[src/rtl/ps2_host_tx_if.sv]
// ps2_host_tx_if: CPU-side command handshake for the PS/2 host transmitter.
// Latency: none; this is a bundle of wires.
// Backpressure: start is only honoured while busy is low.
// Ports: start/din are driven by the register logic (master); busy/done/error come back from the transmitter (slave).
interface ps2_host_tx_if;
  logic       start;  // one-cycle send request
  logic [7:0] din;    // command byte, sampled on an accepted start
  logic       busy;   // transfer in progress
  logic       done;   // one-cycle pulse: device acknowledged
  logic       error;  // one-cycle pulse: timeout or missing ACK

  modport master (
    output start,
    output din,
    input  busy,
    input  done,
    input  error
  );

  modport slave (
    input  start,
    input  din,
    output busy,
    output done,
    output error
  );
endinterface

[src/rtl/ps2_host_tx.sv]
// ps2_host_tx: open-drain PS/2 host-to-device command transmitter.
// Latency: start -> done spans the clock inhibit, request-to-send, 11 device clocks and line release.
// Backpressure: start is ignored while busy; the caller waits for done or error before the next byte.
// Ports: clk/reset (sync, active-high); cpu (slave modport: start, din, busy, done, error);
//        ps2c_in/ps2d_in raw pin levels; ps2c_oe/ps2d_oe pull the respective line low when 1.
module ps2_host_tx #(
  parameter int unsigned INHIBIT_CYCLES = 5000,
  parameter int unsigned REQ_CYCLES     = 50,
  parameter int unsigned TIMEOUT_CYCLES = 750000,
  parameter int unsigned FILTER_LEN     = 8
) (
  input  logic          clk,
  input  logic          reset,
  ps2_host_tx_if.slave  cpu,
  input  logic          ps2c_in,
  input  logic          ps2d_in,
  output logic          ps2c_oe,
  output logic          ps2d_oe
);

  localparam int unsigned PH_MAX = (INHIBIT_CYCLES > REQ_CYCLES) ? INHIBIT_CYCLES : REQ_CYCLES;
  localparam int unsigned PH_W   = $clog2(PH_MAX + 1);
  localparam int unsigned TO_W   = $clog2(TIMEOUT_CYCLES + 1);
  localparam int unsigned FLT_W  = $clog2(FILTER_LEN + 1);

  typedef enum logic [2:0] {
    IDLE,
    INHIBIT,
    REQ,
    SEND,
    ACK,
    RELEASE
  } state_t;

  // Input conditioning
  logic             c_sync1_q, c_sync1_d;
  logic             c_sync2_q, c_sync2_d;
  logic             d_sync1_q, d_sync1_d;
  logic             d_sync2_q, d_sync2_d;
  logic             filt_q, filt_d;
  logic [FLT_W-1:0] fcnt_q, fcnt_d;
  logic             fall_q, fall_d;

  // Transfer control
  state_t           state_q, state_d;
  logic [PH_W-1:0]  phase_q, phase_d;
  logic [TO_W-1:0]  tcnt_q, tcnt_d;
  logic [3:0]       bitcnt_q, bitcnt_d;
  logic [10:0]      shift_q, shift_d;
  logic             busy_q, busy_d;
  logic             done_q, done_d;
  logic             error_q, error_d;
  logic             ps2c_oe_q, ps2c_oe_d;
  logic             ps2d_oe_q, ps2d_oe_d;

  // Synchronizers and clock glitch filter.
  always_comb begin
    c_sync1_d = ps2c_in;
    c_sync2_d = c_sync1_q;
    d_sync1_d = ps2d_in;
    d_sync2_d = d_sync1_q;
    filt_d    = filt_q;
    fcnt_d    = '0;
    // Any sample agreeing with the current level restarts the run count.
    if (c_sync2_q != filt_q) begin
      if (fcnt_q == FLT_W'(FILTER_LEN - 1)) begin
        filt_d = c_sync2_q;
      end else begin
        fcnt_d = fcnt_q + FLT_W'(1);
      end
    end
    fall_d = filt_q & ~filt_d;
  end

  // Transfer sequencer.
  always_comb begin
    state_d   = state_q;
    phase_d   = phase_q;
    tcnt_d    = tcnt_q;
    bitcnt_d  = bitcnt_q;
    shift_d   = shift_q;
    busy_d    = busy_q;
    done_d    = 1'b0;
    error_d   = 1'b0;
    ps2d_oe_d = ps2d_oe_q;

    case (state_q)
      IDLE: begin
        ps2d_oe_d = 1'b0;
        if (cpu.start && !busy_q) begin
          // Frame LSB first: start(0), data, odd parity, stop(1).
          shift_d = {1'b1, ~^cpu.din, cpu.din, 1'b0};
          busy_d  = 1'b1;
          phase_d = '0;
          state_d = INHIBIT;
        end
      end

      INHIBIT: begin
        ps2d_oe_d = 1'b0;
        if (phase_q == PH_W'(INHIBIT_CYCLES - 1)) begin
          phase_d   = '0;
          ps2d_oe_d = ~shift_q[0];  // start bit pulls data low
          state_d   = REQ;
        end else begin
          phase_d = phase_q + PH_W'(1);
        end
      end

      REQ: begin
        if (phase_q == PH_W'(REQ_CYCLES - 1)) begin
          phase_d  = '0;
          tcnt_d   = '0;
          bitcnt_d = '0;
          // Start bit is already on the line; drop it so fall 1 drives data bit 0.
          shift_d  = {1'b1, shift_q[10:1]};
          state_d  = SEND;
        end else begin
          phase_d = phase_q + PH_W'(1);
        end
      end

      SEND: begin
        if (fall_q) begin
          ps2d_oe_d = ~shift_q[0];
          shift_d   = {1'b1, shift_q[10:1]};
          bitcnt_d  = bitcnt_q + 4'd1;
          // The fall that puts the stop bit out hands over to ACK, so the
          // device's 11th clock is the one that carries the acknowledge.
          if (bitcnt_q == 4'd9) begin
            state_d = ACK;
          end
        end
      end

      ACK: begin
        ps2d_oe_d = 1'b0;
        if (fall_q) begin
          if (!d_sync2_q) begin
            state_d = RELEASE;
          end else begin
            error_d = 1'b1;
            busy_d  = 1'b0;
            state_d = IDLE;
          end
        end
      end

      RELEASE: begin
        ps2d_oe_d = 1'b0;
        if (filt_q && d_sync2_q) begin
          done_d  = 1'b1;
          busy_d  = 1'b0;
          state_d = IDLE;
        end
      end

      default: begin
        ps2d_oe_d = 1'b0;
        busy_d    = 1'b0;
        state_d   = IDLE;
      end
    endcase

    // Device-clocked phases share one budget; expiry overrides any
    // completion decided above in the same cycle.
    if (state_q == SEND || state_q == ACK || state_q == RELEASE) begin
      if (tcnt_q == TO_W'(TIMEOUT_CYCLES - 1)) begin
        state_d   = IDLE;
        error_d   = 1'b1;
        done_d    = 1'b0;
        busy_d    = 1'b0;
        ps2d_oe_d = 1'b0;
      end else begin
        tcnt_d = tcnt_q + TO_W'(1);
      end
    end

    // The host only ever holds the clock during inhibit and request.
    ps2c_oe_d = (state_d == INHIBIT) || (state_d == REQ);
  end

  always_ff @(posedge clk) begin
    if (reset) begin
      c_sync1_q <= 1'b1;
      c_sync2_q <= 1'b1;
      d_sync1_q <= 1'b1;
      d_sync2_q <= 1'b1;
      filt_q    <= 1'b1;
      fcnt_q    <= '0;
      fall_q    <= 1'b0;
      state_q   <= IDLE;
      phase_q   <= '0;
      tcnt_q    <= '0;
      bitcnt_q  <= '0;
      shift_q   <= '0;
      busy_q    <= 1'b0;
      done_q    <= 1'b0;
      error_q   <= 1'b0;
      ps2c_oe_q <= 1'b0;
      ps2d_oe_q <= 1'b0;
    end else begin
      c_sync1_q <= c_sync1_d;
      c_sync2_q <= c_sync2_d;
      d_sync1_q <= d_sync1_d;
      d_sync2_q <= d_sync2_d;
      filt_q    <= filt_d;
      fcnt_q    <= fcnt_d;
      fall_q    <= fall_d;
      state_q   <= state_d;
      phase_q   <= phase_d;
      tcnt_q    <= tcnt_d;
      bitcnt_q  <= bitcnt_d;
      shift_q   <= shift_d;
      busy_q    <= busy_d;
      done_q    <= done_d;
      error_q   <= error_d;
      ps2c_oe_q <= ps2c_oe_d;
      ps2d_oe_q <= ps2d_oe_d;
    end
  end

  assign cpu.busy  = busy_q;
  assign cpu.done  = done_q;
  assign cpu.error = error_q;
  assign ps2c_oe   = ps2c_oe_q;
  assign ps2d_oe   = ps2d_oe_q;

endmodule
[src/flat_wrapper.sv]
// flat-port wrapper written by rule: the top's interface ports become plain ports
module ps2_host_tx_flat 
#(
  parameter int unsigned INHIBIT_CYCLES = 5000,
  parameter int unsigned REQ_CYCLES     = 50,
  parameter int unsigned TIMEOUT_CYCLES = 750000,
  parameter int unsigned FILTER_LEN     = 8
)
  (clk, reset, ps2c_in, ps2d_in, ps2c_oe, ps2d_oe, cpu_start, cpu_din, cpu_busy, cpu_done, cpu_error);
  ps2_host_tx_if cpu_i ();
  input  logic clk;
  input  logic reset;
  input  logic ps2c_in;
  input  logic ps2d_in;
  output logic ps2c_oe;
  output logic ps2d_oe;
  input wire logic [$bits(cpu_i.start)-1:0] cpu_start;
  input wire logic [$bits(cpu_i.din)-1:0] cpu_din;
  output wire logic [$bits(cpu_i.busy)-1:0] cpu_busy;
  output wire logic [$bits(cpu_i.done)-1:0] cpu_done;
  output wire logic [$bits(cpu_i.error)-1:0] cpu_error;
  assign cpu_i.start = cpu_start;
  assign cpu_i.din = cpu_din;
  assign cpu_busy = cpu_i.busy;
  assign cpu_done = cpu_i.done;
  assign cpu_error = cpu_i.error;
  ps2_host_tx #(.INHIBIT_CYCLES(INHIBIT_CYCLES), .REQ_CYCLES(REQ_CYCLES), .TIMEOUT_CYCLES(TIMEOUT_CYCLES), .FILTER_LEN(FILTER_LEN)) u_core (.clk(clk), .reset(reset), .cpu(cpu_i), .ps2c_in(ps2c_in), .ps2d_in(ps2d_in), .ps2c_oe(ps2c_oe), .ps2d_oe(ps2d_oe));
endmodule
[config.mk]
export PLATFORM = sky130hd
export DESIGN_NAME = ps2_host_tx_flat
export DESIGN_NICKNAME = d
export VERILOG_FILES = /design/src/rtl/ps2_host_tx_if.sv /design/src/rtl/ps2_host_tx.sv /design/src/flat_wrapper.sv
export SDC_FILE = /design/constraint.sdc
export NUM_CORES = 1
export LEC_CHECK = 0
export CAP_MARGIN = 10
export CELL_PAD_IN_SITES_DETAIL_PLACEMENT = 2
export CELL_PAD_IN_SITES_GLOBAL_PLACEMENT = 2
export CORE_AREA = 2 2 95 97
export CTS_CLUSTER_SIZE = 20
export DETAILED_ROUTE_END_ITERATION = 12
export DIE_AREA = 0 0 97 99
export HOLD_SLACK_MARGIN = 0.12
export PLACE_DENSITY = 0.79
export SETUP_SLACK_MARGIN = 0.3
export SLEW_MARGIN = 30
export SYNTH_ARGS = -nofsm -noshare
export SYNTH_HDL_FRONTEND = slang
export SYNTH_SLANG_ARGS = --single-unit
[constraint.sdc]
create_clock -name clk -period 3.8 [get_ports clk]
set_input_delay 0.38 -clock clk [delete_from_list [all_inputs] [get_ports clk]]
set_output_delay 0.38 -clock clk [all_outputs]
set_load 0.01 [all_outputs]
---- Word level (Yosys, flattened, before mapping) ----
Cells that the tools add are included.
word-level totals
  register bits ........................... 66
  input port bits ......................... 13
  output and inout port bits .............. 5
  word-level logic and storage cells ...... 106
cells by class
  add/sub/neg operators ................... 4
  eq/ne operators ......................... 16
  muxes and demuxes ....................... 49
  bitwise operators ....................... 4
  reductions and logical operators ........ 16
operators by type and width
  kind                     number
  $mux W20                 4
  $mux W13                 3
  $pmux W13 S3             1
  $mux W11                 3
  $pmux W11 S3             1
  $mux W3                  10
  $mux W1                  21
  $add A20 B1 Y20 const B  1
  $eq A20 B20 Y1 const B   1
  $pmux W3 S6              1
  $add A13 B1 Y13 const B  1
  $eq A13 B13 Y1 const B   1
  $eq A13 B6 Y1 const B    1
  $eq A3 B2 Y1 const B     3
  $add A4 B1 Y4 const B    2
  $mux W4                  2
  $pmux W4 S2              1
  $reduce_xnor A8 Y1       1
  $eq A3 B1 Y1 const B     2
  $eq A3 B3 Y1 const B     2
  $ne A2 B1 Y1 const B     3
  $reduce_bool A3 Y1       2
  $reduce_or A3 Y1         2
  $eq A4 B3 Y1 const B     1
  14 further kinds         19

---- Logic depth before layout (Yosys ltp) ----
Gate-level depths: netlist of run 1.
  depth after elaboration ................. 8
  mapped depth ............................ 8
  depth with buffers taken out ............ 7

---- Worst setup path after synthesis of run 1 ----
No wires, ideal clock.
  path type ............................... reg2reg
  start ................................... reg u_core.tcnt_q[10]
  end ..................................... reg u_core.tcnt_q[0]
  setup time .............................. 65 ps
  data arrival time ....................... 1853 ps
  required time ........................... 3735 ps
  setup slack ............................. 1882 ps
  cell stages (with the launch flop) ...... 6
  path through ............................ dfxtp_1 > or4b_1 > nor4_4 > a22o_1 > mux2_1 > nor2_1
on the way
  word-level cells in the longest chain between the ends .. 3
ends and longest elaborated chain
  item                    line                text
  from (decl)             ps2_host_tx.sv:47   logic [TO_W-1:0] tcnt_q, tcnt_d;
  from (signal assigned)  ps2_host_tx.sv:212  tcnt_q <= tcnt_d;
  $eq A20 B20 Y1          ps2_host_tx.sv:168  if (tcnt_q == TO_W'(TIMEOUT_CYCLES - 1)) begin
  $mux W20                ps2_host_tx.sv:168
  $mux W20                ps2_host_tx.sv:167  if (state_q == SEND || state_q == ACK || state_q == RELEASE) begin
No other way between the ends.
A chain may end at the register's enable or synchronous reset.

---- Worst setup path after layout of run 1 ----
  start ................................... reg u_core.phase_q[0]
  end ..................................... reg u_core.shift_q[9]
on the way
  word-level cells in the longest chain between the ends .. 3
ends and longest elaborated chain
  item                                line                text
  from (decl)                         ps2_host_tx.sv:46   logic [PH_W-1:0] phase_q, phase_d;
  from (signal assigned)              ps2_host_tx.sv:211  phase_q <= phase_d;
  $eq A13 B6 Y1                       ps2_host_tx.sv:111  if (phase_q == PH_W'(REQ_CYCLES - 1)) begin
  $ne A2 B1 Y1 (no source line)       n/a
  $reduce_and A4 Y1 (no source line)  n/a
  to (signal assigned)                ps2_host_tx.sv:214  shift_q <= shift_d;
  to (decl)                           ps2_host_tx.sv:49   logic [10:0] shift_q, shift_d;
No other way between the ends.

==> results of run 1 <==
==> worst reg2reg max path: cells and delay by family, from the launching register on <==
| family | cells | cell delay, ns |
|---|---|---|
| AOI/OAI and AO/OA | 2 | 0.73 |
| and+or+nand+nor | 3 | 0.67 |
| DFF | 1 | 0.39 |
| buffers and inverters | 1 | 0.30 |
| adders and majority gates | 1 | 0.19 |
==> layout make-up <==
| type | count | area [sq um] |
|---|---|---|
| Clock buffer | 13 | 179 |
| Clock inverter | 3 | 45.0 |
| Fill cell | 982 | 4790 |
| Inverter | 11 | 41.3 |
| Multi-Input combinational cell | 294 | 1850 |
| Sequential cell | 66 | 1320 |
| Tap cell | 108 | 135 |
| Timing Repair Buffer | 19 | 185 |
==> where the power goes <==
group          leakage (nW)  total, mW  internal, mW  switching, mW
registers             0.536      0.721         0.708         0.0138
logic                 0.641      0.115        0.0503         0.0644
clock network         0.108      0.661         0.375          0.286
total                  1.28       1.50          1.13          0.365
==> cell usage in the layout (no fill, tap or decap), drive strengths merged, types with 8 or more instances in the layout <==
cell	n
dfxtp	66
a21oi	17
a311oi	9
clkbuf	13
clkdlybuf4s50	17
nor3	8
nand2	46
nand3	21
nand4	13
inv	10
xnor2	20
xor2	11
nor2	53
==> registers in the layout, summed over array words and instances (netlist names), 3 cells and up <==
name / flops
u_core.state_q: 3
u_core.fcnt_q: 4
u_core.shift_q: 11
u_core.tcnt_q: 20
u_core.bitcnt_q: 4
u_core.phase_q: 13
==> worst paths after layout <==
kind	endpoint	slack, ns	cells past startpoint
setup reg to reg	u_core.shift_q[9]	1.40	7
setup / recovery	u_core.shift_q[9]	1.40	7
hold / removal	u_core.c_sync2_q	0.42	1
hold reg to reg	u_core.c_sync2_q	0.42	1
==> cells by family (layout without fill, tap and decap cells) <==
family,count (synthesis),in the layout,share of synthesized area
mux,3,3,0.00990
xor+xnor,31,31,0.0826
buf+inv,27,46,0.0354
flops,66,66,0.402
compound gates,60,60,0.135
fa+ha+maj,6,6,0.0228
simple gates,194,194,0.312
==> metal layers <==
layer | share of wire | vias up | routed length [microns]
met2 | 0.50 | 29 | 4770
met4 | 0.014 | 0 | 135
met5 | 0 | - | 0
met1 | 0.46 | 1444 | 4370
met3 | 0.026 | 12 | 247
li1 | - | 1397 | -
==> impl_metrics.toml, run 1 <==
[hold_path]
hold_start = "u_core.c_sync1_q"
min_path_type = "reg2reg"

[clock_network]
cts_hold_buf = 0
cts-root-buf = "clkbuf_8"
clock_path_buffers = 2
h-tree-depth = 3
cts_resized = 0
clkSinkCount = 66
cts_setup_buffers = 0
cts_tree = "yes"
numCtsBuffers = 9
clock_latency_ns = 0.36
clk_pin_slew_worst_paths_ns = 0.07

[drt]
vias = 2882
antenna_left = 0
vias_per_cell = 5.61
drt-total-wl_microns = 9520
drc = 0
first_iter_violations = 73
route.detailed.wl_per_inst_microns = 18.5
dr.pass1.iters = 4

[critical_path]
crit_path_max_incr_delay_ns = 0.39
critPathCaptureType = "register"
worst-path-max-fanout = 21
crit_chain = "ha_1 > nor4b_2 > nand3_2 > a221oi_2 > buf_4 > nor2_1 > a311oi_1"
critPathLaunchType = "register"
cp_data_required_time_ns = 4.03
cpLargestDelayFamily = "compound AO/OA/AOI/OAI gates"
crit_path_top_delay_cell = "dfxtp_1"
crit_start = "u_core.phase_q[0]"
crit_type = "reg2reg"
crit_buf_inv = 1
timing.rr.start = "u_core.phase_q[0]"
arrival_ns = 2.63

[synth]
synthArstFlopShare = 0
yosysSeqAreaShare = 0.402
yosysMostFrequentCell = "dfxtp_1"
synth_largest_area_cell = "dfxtp_1"
synth_edf_count = 0
synthTopCellsByCount = "dfxtp_1 (66), nor2_1 (53), nand2_1 (46), nand3_1 (20), xnor2_1 (20)"
synthesis.nets = 406
ys_seq_elements = 66
synthFlopType = "dfxtp_1"
synth_area_sq_um = 3290
post_synth.cell_area_avg_sq_um = 8.49
ys_types = 58
yosysTopAreaCellShare = 0.402
yosysWarningCount = 0
netlist_top_cells_area = "dfxtp_1 (40%), nor2_1 (6.1%), xnor2_1 (5.3%), nand2_1 (5.3%), nand3_1 (3.0%)"
syn_inst = 387

[global_routing]
grt_pass1_vias = 3101
antenna_found_initial = 0
grtUsageMet2 = 0.360
grtUsageTotal = 0.211
grt-ovfl-total = 0
grt_pass1_wl_microns = 16000
grt_use_met1 = 0.263
grt_max_degree = 24
grt_busiest_layer = "met2"
use_met3 = 0.0574

[floorplan]
die_area_sq_um = 9600
die-width_microns = 97
core-area_sq_um = 8550
die_y_microns = 99
num_rows = 34
ios = 18
start_util = 0.384

[final_layout]
fin_cells = 514
final_nets = 420
utilization = 0.439
syn2layout_area_growth_pct = 14.3
drive_gt1_frac = 0.0837
antenna-diode-count = 0
fin_area_sq_um = 3760

[outcome]
status = "complete, no violations"

[power]
ir_drop_mv = 0.184
p_leak_nw = 1.28
power_mw = 1.50
power_density_nw_per_um2 = 399

[placement]
dpl_cell_area_sq_um = 3530
pre_cts_slack_ns = 1.32
place_congestion = 0.788
port-buffer-count = 17
post-place-cells = 498
hpwl_microns = 6710

[timing]
finClkSkew_ns = 0.00814
hold_slack_ns = 0.419
relSlewSlack = 0.419
fin_setup_tns_ns = 0
hold_viol = 0
fin_ws_ns = 1.40
rsz0062_at_grt = "no"
slew_violations = 0
worst_pin_slew_ns = 0.870
fin_crit_sh = 0.631
min_period_ns = 2.40
setup_viol = 0
fmax_mhz = 417

[flow_run]
drv_cap = 0
(Power assumes the default switching activity.)
==> run 2: changes to the inputs <==
- CORE_AREA: 2 2 95 97 -> 2 2 103 105
- DIE_AREA: 0 0 97 99 -> 0 0 105 107
- PLACE_DENSITY: 0.79 -> 0.71
- clock period: 3.8 -> 2.18 ns (I/O delays scaled with it)
==> impl_metrics.toml, run 2 (synthesized netlist as in run 1, its figures left out) <==
[drt]
first_iter_violations = 72
vias = 3035
antenna_left = 0
vias_per_cell = 5.26
route.detailed.wl_per_inst_microns = 18.6
drc = 0
dr.pass1.iters = 4
drt-total-wl_microns = 10700

[timing]
min_period_ns = 2.04
fin_crit_sh = 0.936
fmax_mhz = 490
slew_violations = 0
finClkSkew_ns = 0.0122
rsz0062_at_grt = "yes"
hold_slack_ns = 0.405
worst_pin_slew_ns = 0.476
setup_viol = 0
hold_viol = 0
fin_setup_tns_ns = 0
relSlewSlack = 0.679

[critical_path]
r2r_end = "u_core.shift_q[8]"
r2r_slack_ns = 0.14
reg2reg_depth = 9
crit_path_top_delay_cell = "a221oi_4"
crit_type = "reg2reg"
cp.depth = 9
critPathLaunchType = "register"
critPathCaptureType = "register"
crit_path_max_incr_delay_ns = 0.36
crit_chain = "inv_2 > ha_4 > nor4b_4 > nand3_2 > a221oi_4 > buf_6 > buf_12 > nor2_1 > a311oi_1"
cpLargestDelayFamily = "compound AO/OA/AOI/OAI gates"
timing.rr.start = "u_core.phase_q[1]"
arrival_ns = 2.32
crit_buf_inv = 3
cp_data_required_time_ns = 2.46
worst-path-max-fanout = 6

[clock_network]
clock_latency_ns = 0.38
cts_tree = "yes"
cts-root-buf = "clkbuf_8"
numCtsBuffers = 9
clkSinkCount = 66
h-tree-depth = 3
cts_hold_buf = 0
clock_path_buffers = 2
clk_pin_slew_worst_paths_ns = 0.08

[floorplan]
start_util = 0.326
die_area_sq_um = 11200
num_rows = 37
core-area_sq_um = 10100
ios = 18
die-width_microns = 105
die_y_microns = 107

[final_layout]
drive_gt1_frac = 0.252
largest_reg_flops = 20
syn2layout_area_growth_pct = 32.3
top_register = "u_core.tcnt_q"
reg_top3 = "u_core.tcnt_q (20), u_core.phase_q (13), u_core.shift_q (11)"
nFillCells = 1141
layout_common_cells = "dfxtp_1 (53), nor2_1 (49), nand2_1 (42)"
antenna-diode-count = 0
final_common_cell = "dfxtp_1"
final_nets = 455
fin_area_sq_um = 4350

[global_routing]
grt_use_met1 = 0.241
grt_pass1_vias = 3346
antenna_found_initial = 0
grt_pass1_wl_microns = 17600
grt_busiest_layer = "met2"
grtUsageTotal = 0.201
grt_max_degree = 35
use_met3 = 0.0426
grtUsageMet2 = 0.347
grt-ovfl-total = 0

[placement]
dpl_cell_area_sq_um = 3720
port-buffer-count = 17
hpwl_microns = 6830
place_congestion = 0.807

[hold_path]
hold_start = "ps2d_in"
whs_endpoint = "u_core.d_sync1_q"
min_path_cells = 2
min_path_type = "in2reg"

[power]
p_clk_frac = 0.440
p_leak_nw = 1.53
power_density_nw_per_um2 = 639
p_seq_frac = 0.452
switchingPower_mw = 0.713
power.internal_mw = 2.07
ir_drop_mv = 0.316
power_frac_comb = 0.108
p_sw_frac = 0.257

[outcome]
status = "complete, no violations"

[flow_run]
drv_cap = 0
-- run 2: how the worst max path moves through the flow --
stage | slack, ns | start | to
5_1_grt | 0.05 | u_core.phase_q[1] | u_core.shift_q[8]
3_5_place_dp | 0.07 | u_core.phase_q[0] | u_core.shift_q[6]
4_1_cts | 0.26 | u_core.phase_q[1] | u_core.shift_q[4]
3_3_place_gp | 0.18 | cpu_start | u_core.phase_q[10]
2_1_floorplan | 0.28 | u_core.tcnt_q[18] | u_core.tcnt_q[0]
6_report | 0.14 | u_core.phase_q[1] | u_core.shift_q[8]
-- run 2: power groups by stage --
stage | clock network [mW] | logic, mW | registers, mW
floorplan | 0 | 0.132 | 1.28
global placement | 0 | 0.217 | 1.28
detailed placement | 0 | 0.221 | 1.28
CTS | 1.26 | 0.279 | 1.25
global route | 1.31 | 0.327 | 1.26
finish | 1.22 | 0.300 | 1.26
-- run 2: area by class of cell --
type	count	area, sq um	share of cell area
Tap cell	136	170	0.0391
Clock inverter	6	88.8	0.0204
Clock buffer	10	138	0.0317
Sequential cell	66	1340	0.309
Inverter	11	41.3	0.00950
Timing Repair Buffer	54	556	0.128
Multi-Input combinational cell	294	2010	0.463
-- run 2: stage by stage --
step / utilization / std cells / total power, mW / setup WS [ns]
floorplan: - / 387 / 1.41 / 0.280
global placement: 0.368 / 542 / 1.50 / 0.180
detailed placement: 0.368 / 542 / 1.50 / 0.0657
CTS: 0.415 / 575 / 2.79 / 0.262
global route: 0.431 / 577 / 2.90 / 0.0459
finish: 0.431 / 577 / 2.78 / 0.140
-- run 2: layer usage --
metal	vias to the layer above	wire length (microns)
li1	1473	-
met1	1528	4810
met2	21	5520
met3	13	221
met4	0	191
met5	-	0
-- run 2: repair_timing --
item,in CTS,in global routing
pin swaps,10,14
buffers inserted,15,2
gates cloned,2,0
resized for setup,23,39
endpoints found under the setup margin,49,55
